$ cat config.mk
export PLATFORM = sky130hd
export DESIGN_NAME = fp_result_monitor
export DESIGN_NICKNAME = d
export VERILOG_FILES = /design/src/rtl/fp_result_monitor.sv
export SDC_FILE = /design/constraint.sdc
export NUM_CORES = 1
export LEC_CHECK = 0
export CORE_ASPECT_RATIO = 2
export CORE_UTILIZATION = 50
export DETAILED_ROUTE_END_ITERATION = 6
export HOLD_SLACK_MARGIN = 0.05
export PLACE_DENSITY = 0.79
export SETUP_SLACK_MARGIN = 0.15
export SYNTH_ARGS = -nofsm -noshare
export SYNTH_HDL_FRONTEND = slang
export SYNTH_SLANG_ARGS = --single-unit
$ cat constraint.sdc
create_clock -name clk -period 25.4 [get_ports clk]
set_input_delay 5.08 -clock clk [delete_from_list [all_inputs] [get_ports clk]]
set_output_delay 5.08 -clock clk [all_outputs]
set_load 0.005 [all_outputs]
$ cat src/rtl/fp_result_monitor.sv
// fp_result_monitor: FIFO capture of FP add/sub samples; FP_MON_CLASS_EN adds result classification and NaN counting
module fp_result_monitor #(
  parameter int WIDTH = 32,
  parameter int DEPTH = 8
) (
  input  logic                     clk,
  input  logic                     rst,
  input  logic                     in_valid,
  input  logic [WIDTH-1:0]         in_a,
  input  logic [WIDTH-1:0]         in_b,
  input  logic                     in_op,
  input  logic [WIDTH-1:0]         in_result,
  output logic                     in_ready,
  input  logic                     flush,
  output logic                     out_valid,
  input  logic                     out_ready,
  output logic [WIDTH-1:0]         out_a,
  output logic [WIDTH-1:0]         out_b,
  output logic [WIDTH-1:0]         out_result,
  output logic                     out_op,
  output logic [2:0]               out_class,
  output logic [$clog2(DEPTH):0]   count,
  output logic                     full,
  output logic                     empty,
  output logic [15:0]              drop_cnt,
  output logic [15:0]              nan_cnt
);
  localparam int AW = $clog2(DEPTH);
  localparam int CW = AW + 1;
  typedef enum logic [1:0] {IDLE, ACTIVE, FULL} state_t;
  state_t state_q, state_d;
  logic [AW-1:0] wr_q, wr_d, rd_q, rd_d;
  logic [CW-1:0] count_q, count_d;
  logic [15:0] drop_q, drop_d;
  logic push, pop;
  logic [WIDTH-1:0] a_mem [DEPTH];
  logic [WIDTH-1:0] b_mem [DEPTH];
  logic [WIDTH-1:0] r_mem [DEPTH];
  logic op_mem [DEPTH];
  assign full = state_q == FULL;
  assign empty = state_q == IDLE;
  assign in_ready = !full;
  assign out_valid = !empty;
  assign count = count_q;
  assign drop_cnt = drop_q;
  assign out_a = out_valid ? a_mem[rd_q] : '0;
  assign out_b = out_valid ? b_mem[rd_q] : '0;
  assign out_result = out_valid ? r_mem[rd_q] : '0;
  assign out_op = out_valid ? op_mem[rd_q] : 1'b0;
  always_comb begin
    push = in_valid && in_ready && !flush;
    pop = out_valid && out_ready && !flush;
    wr_d = flush ? '0 : push ? wr_q + AW'(1) : wr_q;
    rd_d = flush ? '0 : pop ? rd_q + AW'(1) : rd_q;
    count_d = flush ? '0 : count_q + CW'(push) - CW'(pop);
    drop_d = (in_valid && !in_ready && !flush && drop_q != 16'hFFFF) ? drop_q + 16'd1 : drop_q;
    state_d = count_d == '0 ? IDLE : count_d == CW'(DEPTH) ? FULL : ACTIVE;
  end
  always_ff @(posedge clk) begin
    if (rst) begin
      state_q <= IDLE;
      wr_q <= '0;
      rd_q <= '0;
      count_q <= '0;
      drop_q <= '0;
    end else begin
      state_q <= state_d;
      wr_q <= wr_d;
      rd_q <= rd_d;
      count_q <= count_d;
      drop_q <= drop_d;
    end
  end
  always_ff @(posedge clk) begin
    if (push) begin
      a_mem[wr_q] <= in_a;
      b_mem[wr_q] <= in_b;
      r_mem[wr_q] <= in_result;
      op_mem[wr_q] <= in_op;
    end
  end
`ifdef FP_MON_CLASS_EN
  logic [2:0] cls_in;
  logic [2:0] c_mem [DEPTH];
  logic [15:0] nan_q, nan_d;
  assign out_class = out_valid ? c_mem[rd_q] : '0;
  assign nan_cnt = nan_q;
  always_comb begin
    cls_in = in_result[30:23] == 8'h00 ? (in_result[22:0] == '0 ? 3'd0 : 3'd1) :
             in_result[30:23] == 8'hFF ? (in_result[22:0] == '0 ? 3'd3 : 3'd4) : 3'd2;
    nan_d = (push && cls_in == 3'd4 && nan_q != 16'hFFFF) ? nan_q + 16'd1 : nan_q;
  end
  always_ff @(posedge clk) begin
    if (rst) nan_q <= '0;
    else nan_q <= nan_d;
  end
  always_ff @(posedge clk) begin
    if (push) c_mem[wr_q] <= cls_in;
  end
`else
  assign out_class = '0;
  assign nan_cnt = '0;
`endif
endmodule

### Word-level counts from Yosys, hierarchy flattened

Memory sizes are Yosys's and may differ from the RTL's. A register that Yosys moved wholly into a read port is not among the register bits.
Cells that the tools add are included.

* logic and storage cells: 47
* register bits: 28
* RAM bits: 776
* input port bits: 102
* memories: 4

Memories
* a_mem: words 8, bits a word 32, read ports 1, clocked after Yosys merged registers in 1, wr ports 1, line 36 `logic [WIDTH-1:0] a_mem [DEPTH];`
* b_mem: words 8, bits a word 32, read ports 1, clocked after Yosys merged registers in 1, wr ports 1, line 37 `logic [WIDTH-1:0] b_mem [DEPTH];`
* r_mem: words 8, bits a word 32, read ports 1, clocked after Yosys merged registers in 1, wr ports 1, line 38 `logic [WIDTH-1:0] r_mem [DEPTH];`
* op_mem: words 8, bits a word 1, read ports 1, clocked after Yosys merged registers in 1, wr ports 1, line 39 `logic op_mem [DEPTH];`

* equal/unequal tests: 3
* reduce and logical (&&, ||, !) cells: 14
* $add $sub $neg: 5
* multiplexer cells: 16

Operator list (number)
* 32-bit two-way mux: 3
* 3-bit two-way mux: 8
* 16-bit by 1-bit adder with 16-bit output (second input constant): 1
* 16-bit != test (second input constant): 1
* 1-bit logical AND: 7
* 3-bit by 1-bit adder with 3-bit output (second input constant): 2
* 4-bit by 1-bit adder with 4-bit output: 1
* 4-bit == test (second input constant): 1
* 4-bit logical NOT: 1
* 4-bit two-way mux: 1
* 2-bit OR reduction: 2
* 4-bit by 1-bit subtractor with 4-bit output: 1
* 1-bit logical NOT: 3
* 1-bit two-way mux: 3
* 2-bit == test (second input constant): 1
* 2-bit logical NOT: 1
* 2-bit two-way mux: 1

### Logic depth before layout (Yosys ltp)

* depth after elaboration: 9
* gate-level depth with buffers: 10
* depth with buffers taken out: 9

### Worst setup path before layout

OpenSTA, ideal clock, no wires.

* path type: input-to-reg
* from: input port flush
* to: memory a_mem[0][0], enable pin
* data arrival time: 14568 ps
* stages: 3
* slack: 10041 ps
* path through: and2b_1 -> nand2_1 -> nor4_1

* word-level cells in the longest chain between the ends: 4

Ends and longest elaborated chain
* from (decl): line 14 `input logic flush,`
* 1-bit logical NOT: line 51 `push = in_valid && in_ready && !flush;`
* 1-bit logical AND: line 51
* 1-bit two-way mux: line 75 `if (push) begin`
* 1-bit two-way mux (not written as such): line 76 `a_mem[wr_q] <= in_a;`
* to (decl): line 36

No other way between the ends.

==> summary.log <==
INFO  worst_hold_path hold_start=rd_q[1]
INFO  sta            setup_viol=0
INFO  detailed_routing vias_per_cell=5.81
INFO  finish         fin_cells=2514
INFO  synth          synth_largest_area_cell=edfxtp_1
INFO  place          dp.final_hpwl=35300um
INFO  clock_tree     cts.reportedPaths.clkPinSlew=0.06ns
INFO  die            chipWidth=178um
INFO  die            core_area=61700um^2
INFO  status         result_of_the_run=finished clean
INFO  clock_tree     cts_num_sinks=807
INFO  power          power_frac_comb=4.1%
INFO  clock_tree     numCtsBuffers=66
INFO  detailed_routing routedWlPerCell=25.5um
INFO  synth          syn_avg_cell_area=21.7um^2
INFO  synth          synth.area.mux_share=17.3%
INFO  clock_tree     postCtsResizedCells=0
INFO  worst_setup_path worstSetupStartpointType=flop
INFO  global_routing grt_max_degree=119
INFO  synth          syn_inst=1433
INFO  clock_tree     h-tree-depth=3
INFO  die            start_util=50.5%
INFO  sta            hold_violations_final=0
INFO  finish         drive_gt1_share=19.5%
INFO  die            ioPinCount=242
INFO  clock_tree     worstSkewPairLatency=0.60ns
INFO  synth          ys_seq_area_share=76.8%
INFO  synth          synth_top_flop_cell=edfxtp_1
INFO  global_routing grt_pass1_wl=95500um
INFO  worst_setup_path timing.critical_path.slowest_cell_delay=0.96ns
INFO  finish         fin_nets=1781
INFO  finish         final_design_area_no_fill=36200um^2
INFO  worst_setup_path r2r_setup_slack=22.22ns
INFO  worst_hold_path hold_crit_path_type=flop to flop
INFO  power          power.net_switching=0.513mW
INFO  finish         n_fill_cell=4371
INFO  power          max-vdd-ir-drop=71.2uV
INFO  sta            fin_ws=16.30ns
INFO  detailed_routing routed_wl=64200um
INFO  place          final_weighted_congestion_of_routability_driven_global_placement=0.762
INFO  die            design.die.area=63400um^2
INFO  sta            finalClockSkew=0.0209ns
INFO  sta            min_period_over_period=35.8%
INFO  synth          synth_edf_count=776
INFO  power          power.switching_fraction=19.9%
INFO  place          post-place-ws=16.84ns
INFO  sta            totalNegativeSetupSlack=0ns
INFO  sta            worst_slew_pin_slew=1.11ns
INFO  synth          synth_area_in_simple_gates=2.85%
INFO  detailed_routing 1st_pass_router_iterations=5
INFO  sta            grt_setup_unrepaired=false
INFO  worst_setup_path critical_path.max_fanout=118
INFO  synth          ys_top_cells_by_area=edfxtp_1 75%, mux4_2 14%, mux2i_1 3.1%
INFO  worst_setup_path critPathKind=flop to primary output
INFO  detailed_routing via_count=14600
INFO  synth          post_synth_instance_area=31100um^2
INFO  synth          largest_family_of_logic_cells_by_synthesized_area=multiplexers
INFO  sta            final_period_minus_worst_setup_slack=9.10ns
INFO  synth          synth-adder-area-share=0.305%
INFO  finish         layout.area.seq=23900um^2
INFO  clock_tree     cts-root-buf=clkbuf_16
INFO  die            num_rows=129
INFO  synth          yosys_warnings=0
INFO  synth          synth.most_common_cell=edfxtp_1
INFO  finish         layout.core_utilization=58.7%
INFO  synth          share_of_the_synthesized_netlist_area_taken_by_xor_and_xnor_gates=0.197%
INFO  worst_setup_path cp_endpoint_kind=primary output
INFO  synth          synth_compound_area_share=0.570%
INFO  die            die_height=355um
INFO  power          power_density=71.2nW/um^2
INFO  power          seq_power_share=57.1%
INFO  power          power.leakage=10.9nW
INFO  synth          synth_top_cell_area_share=74.8%
INFO  synth          post_synth_top_cells=776 x edfxtp_1, 194 x mux4_2, 114 x nor2_1
INFO  detailed_routing antenna_violating_nets_post_route=0
INFO  detailed_routing post-route-drc-count=0
INFO  synth          synth-async-reset-ratio=0%
INFO  clock_tree     cts_hold_buf=0
INFO  global_routing globalRouteTotalUtil=20.8%
INFO  finish         area.growth.synth_to_final=16.1%
INFO  sta            maxSlewViolCount=0
INFO  worst_setup_path r2r_start=state_q[0]
INFO  worst_setup_path critical_path.cell_chain=buf_12, mux4_2, mux2i_1, nor2_1, clkdlybuf4s50_1
INFO  detailed_routing drt-initial-drc-count=1039
INFO  synth          postSynthRegisterBits=807
INFO  power          internal_power=2.06mW
INFO  flow_run       maxCapViolations=0
INFO  place          port-buffer-count=222
INFO  global_routing grt_antenna_before_repair=10
INFO  global_routing grt_pass1_vias=15500
INFO  sta            slew_headroom=25.7%
INFO  worst_setup_path crit_path_top_delay_cell=dfxtp_4
INFO  worst_setup_path worst_ep_required_time=20.32ns
INFO  synth          netlist-cell-type-count=44
INFO  worst_setup_path critPathArrivalTime=4.02ns
INFO  sta            max_clk_rate=0.110GHz
INFO  finish         multi_input_comb_area=6720um^2
INFO  global_routing globalRouteOverflowTotal=0
INFO  place          placedInstanceArea=34100um^2
INFO  clock_tree     cts_tree=built
INFO  clock_tree     clk_path_buf_depth=3
INFO  place          numPlacedInstances=2390
INFO  clock_tree     postCtsSetupRepairBufs=0
INFO  power          power.clock.fraction=38.7%
## cell type report
type                            count  area share, %
Antenna cell                        3         0.0208
Timing Repair Buffer              245           6.65
Multi-Input combinational cell    545           18.6
Tap cell                          786           2.72
Sequential cell                   807           66.2
Inverter                            7         0.0795
Clock inverter                     36          0.868
Clock buffer                       85           4.94
## metal layers
metal / share of wire [%] / wire length (um) / up-vias / global-route usage, %
met5: 0.12 / 76 / - / 0
met4: 3.1 / 1990 / 12 / 8.64
met3: 5.8 / 3720 / 121 / 3.77
met2: 54 / 34500 / 471 / 36.7
met1: 37 / 24000 / 7684 / 24.7
li1: - / - / 6321 / -
## power groups by stage
stage / clock, mW / combinational [mW] / sequential, mW
after floorplan: 0 / 0.0465 / 1.50
after global routing: 1.06 / 0.116 / 1.47
final: 0.999 / 0.106 / 1.47
after detailed placement: 0 / 0.108 / 1.50
after CTS: 1.02 / 0.109 / 1.47
after global placement: 0 / 0.105 / 1.50
## path summary, 6_finish.rpt
path | depth (start not counted) | endpoint
setup / recovery | 5 | out_a[28]
hold reg to reg | 2 | flop
setup reg to reg | 6 | b_mem[4][18]
hold / removal | 2 | flop
## per-stage QoR
step                      hold WS, ns  power, mW
after floorplan                 0.462       1.55
after detailed placement        0.479       1.61
after global routing            0.522       2.65
final                           0.486       2.58
after CTS                       0.489       2.60
after global placement          0.473       1.61
## critical path: cells and delay by family (launching register included)
kind,cells,cell delay (ns)
multiplexers,2,0.97
flip-flops,1,0.96
buffers and inverters,2,1.14
AND/OR/NAND/NOR,1,0.08
## layout by cell type, fill, tap and decap left out, types with 6 or more instances in the layout
master,n
edfxtp_1,776
nor2_1,111
clkdlybuf4s50_1,222
clkinv_1,10
nand3_1,9
clkinv_2,14
o31ai_1,8
buf_4,22
inv_1,6
ha_1,6
clkbuf_1,15
clkbuf_16,68
dfxtp_1,28
nand2_1,17
mux4_2,194
mux2i_1,97
conb_1,19
or4_1,7
a21oi_1,17
## logic make-up (layout without fill, tap and decap cells)
group                      count (synthesis)  count (layout)
AOI/OAI and AO/OA                         31              31
xor gates and xnor gates                   7               7
other                                      1              22
buffers and inverters                     99             373
and+or+nand+nor                          187             187
muxes                                    294             294
adders and majority gates                  7               7
DFF                                      807             807
## registers in the layout (all words and copies together), names as in the netlist, named ones only
signal / count
a_mem: 256
b_mem: 256
r_mem: 256
wr_q: 3
count: 4
rd_q: 3
op_mem: 8
drop_cnt: 16
state_q: 2
No activity file was read; power rests on OpenSTA's default activity.
==> patch, RTL diff (same flow settings) <==
Add a define of `FP_MON_CLASS_EN`.
--- a/src/rtl/fp_result_monitor.sv
+++ b/src/rtl/fp_result_monitor.sv
@@ -1,2 +1,4 @@
 // fp_result_monitor: FIFO capture of FP add/sub samples; FP_MON_CLASS_EN adds result classification and NaN counting
+`define FP_MON_CLASS_EN
+
 module fp_result_monitor #(
Check against the original RTL: not equivalent (a bounded check fails within 4 cycles, from zero or initial values and one cycle with rst high).
==> patch against the original RTL <==
  * Final area rose by 6.5%
  * Routed wire length rose by 8.5%
  * Critical endpoint is now out_b[6]
  * Clock skew fell by 0.0044 ns
  * Largest cell class unchanged
  * Area after synthesis rose by 4.8%
  * Non-clock buffer count rose by 27
  * Die area rose by 4.8%
  * Power rose by 7.7%
  * First-iteration DRC count rose by 16%
  * Sequential cell count rose by 40
  * Worst setup slack got worse by 0.82 ns
==> patch: results (changes against the original RTL) <==
synth_top_family_by_area: "multiplexers"
synth_seq_area_share_pct: 76.5  # -0.33 points
setup_slack_ns: 15.49  # -0.817 ns
wirelength_um: 69700  # +8.5%
avgSynthCellArea_sq_um: 20.9  # -3.7%
gp_congestion: 0.757  # -0.66%
synth_compound_area_share_pct: 0.920  # +0.35 points
num_vias: 16032  # +9.7%
synth_edf_count: 800  # +3.1%
hold_ws_ns: 0.519  # +0.0334 ns
syn-num-nets: 1669
post_drt_via_cell_ratio: 5.81  # about the same
grt_max_degree: 75  # -37%
ys_top_cells_by_area: "edfxtp_1 (74%), mux4_2 (14%), mux2i_1 (3.2%)"
drt_iter0_drc: 1205  # +16%
synth_fa_ha_area_share_pct: 0.330  # +0.024 points
path_delay_family: "buffers and inverters"
cts-resized-gates: 0  # unchanged
dp_hpwl_um: 38400  # +8.9%
synth_common_cells: "edfxtp_1 (800), mux4_2 (200), nor2_1 (133), mux2i_1 (103), clkbuf_1 (50)"
dp_slack_ns: 16.05  # -0.787 ns
hold_buffers: 0  # unchanged
grt.total_usage_pct: 21.5  # +0.70 points
slowest_delay_ns: 0.99  # +0.03 ns
critPathArrivalTime_ns: 4.83  # +0.81 ns
path_max_fanout: 74  # -37%
drive_above_1_share_pct: 19.2  # -0.33 points
clkTransAtPathRegs_ns: 0.06  # about the same
dpl_cell_area_sq_um: 36100  # +6.0%
dr.pass1.iters: 7  # +2
fin_skew_ns: 0.0166  # -0.00439 ns
status: "finished, final reports clean"
io_buffers: 241  # +8.6%
antenna_found_initial: 6  # -4
synthMuxAreaShare_pct: 17.1  # -0.16 points
reg.largest.list: "a_mem (256), b_mem (256), r_mem (256)"
fillers: 4504  # +3.0%
final_net_count: 1937  # +8.8%
ys.flop_type: "edfxtp_1"
r2r_slack_ns: 21.70  # -0.52 ns
grt_pass1_wl_um: 104000  # +9.4%
hold_path_class: "register to register"
leakage_nw: 11.6  # +6.7%
post_cts_buffers: 0  # unchanged
cpMaxStageDelayCell: "buf_4"
setup_viol: 0  # unchanged
clock_latency_ns: 0.60  # about the same
slew_violations: 0  # unchanged
slew_headroom_pct: 24.4  # -1.3 points
vdd_drop_max_uv: 50.0  # -30%
synth-xor-area-share_pct: 0.537  # +0.34 points
cts_made_buffers: 72  # +9.1%
grt_pass1_vias: 17310  # +12%
synth_warnings: 0  # unchanged
dp_cells: 2624  # +9.8%
## patch: metrics by stage
step	total power [mW]	util, %
after floorplan	1.62	-
after CTS	2.80	59.7
final	2.78	59.7
after detailed placement	1.68	55.9
after global placement	1.68	55.9
after global routing	2.86	59.7
## patch: final timing paths
check                                 from           to  cells past startpoint
worst max-delay path              register     out_b[6]                      6
worst min-delay path               rd_q[2]     register                      2
worst min register to register     rd_q[2]     register                      2
worst max register to register  state_q[0]  b_mem[5][7]                      8
## patch: layout make-up
cell class / count / area, sq um / share of cell area (%)
flip-flops and latches: 847 / 25000 / 64.8
diodes: 3 / 7.51 / 0.0195
repair buffers: 272 / 2650 / 6.86
clock inverters: 44 / 505 / 1.31
clock buffers: 88 / 1910 / 4.97
inverters: 11 / 43.8 / 0.114
well taps: 871 / 1090 / 2.83
multi-input cells: 623 / 7360 / 19.1
## patch: where the power goes
group / switching (mW) / internal [mW] / total [mW]
clock: 0.496 / 0.629 / 1.12
combinational: 0.0577 / 0.0533 / 0.111
sequential: 0.00375 / 1.54 / 1.54
total: 0.557 / 2.22 / 2.78
## patch: metal layers
metal	track usage, %	routed length (um)	up-vias	share of wire, %
li1	-	-	6943	-
met1	26.3	27300	8467	39
met2	37.7	36300	492	52
met3	4.08	4040	124	5.8
met4	7.84	2020	6	2.9
met5	0	38	-	0.055
## patch: worst min-delay path, stage by stage (launching register included)
cell	delay, ns
dfxtp_1	0.33
xor2_1	0.08
nor2_1	0.07
## patch: cells by family (layout without fill, tap and decap cells)
logic type	Yosys count	after routing
other	0	3
adders and majority gates	8	8
muxes	307	307
xor gates and xnor gates	20	20
buffers and inverters	89	415
and+or+nand+nor	243	243
AOI/OAI and AO/OA	45	45
DFF	847	847
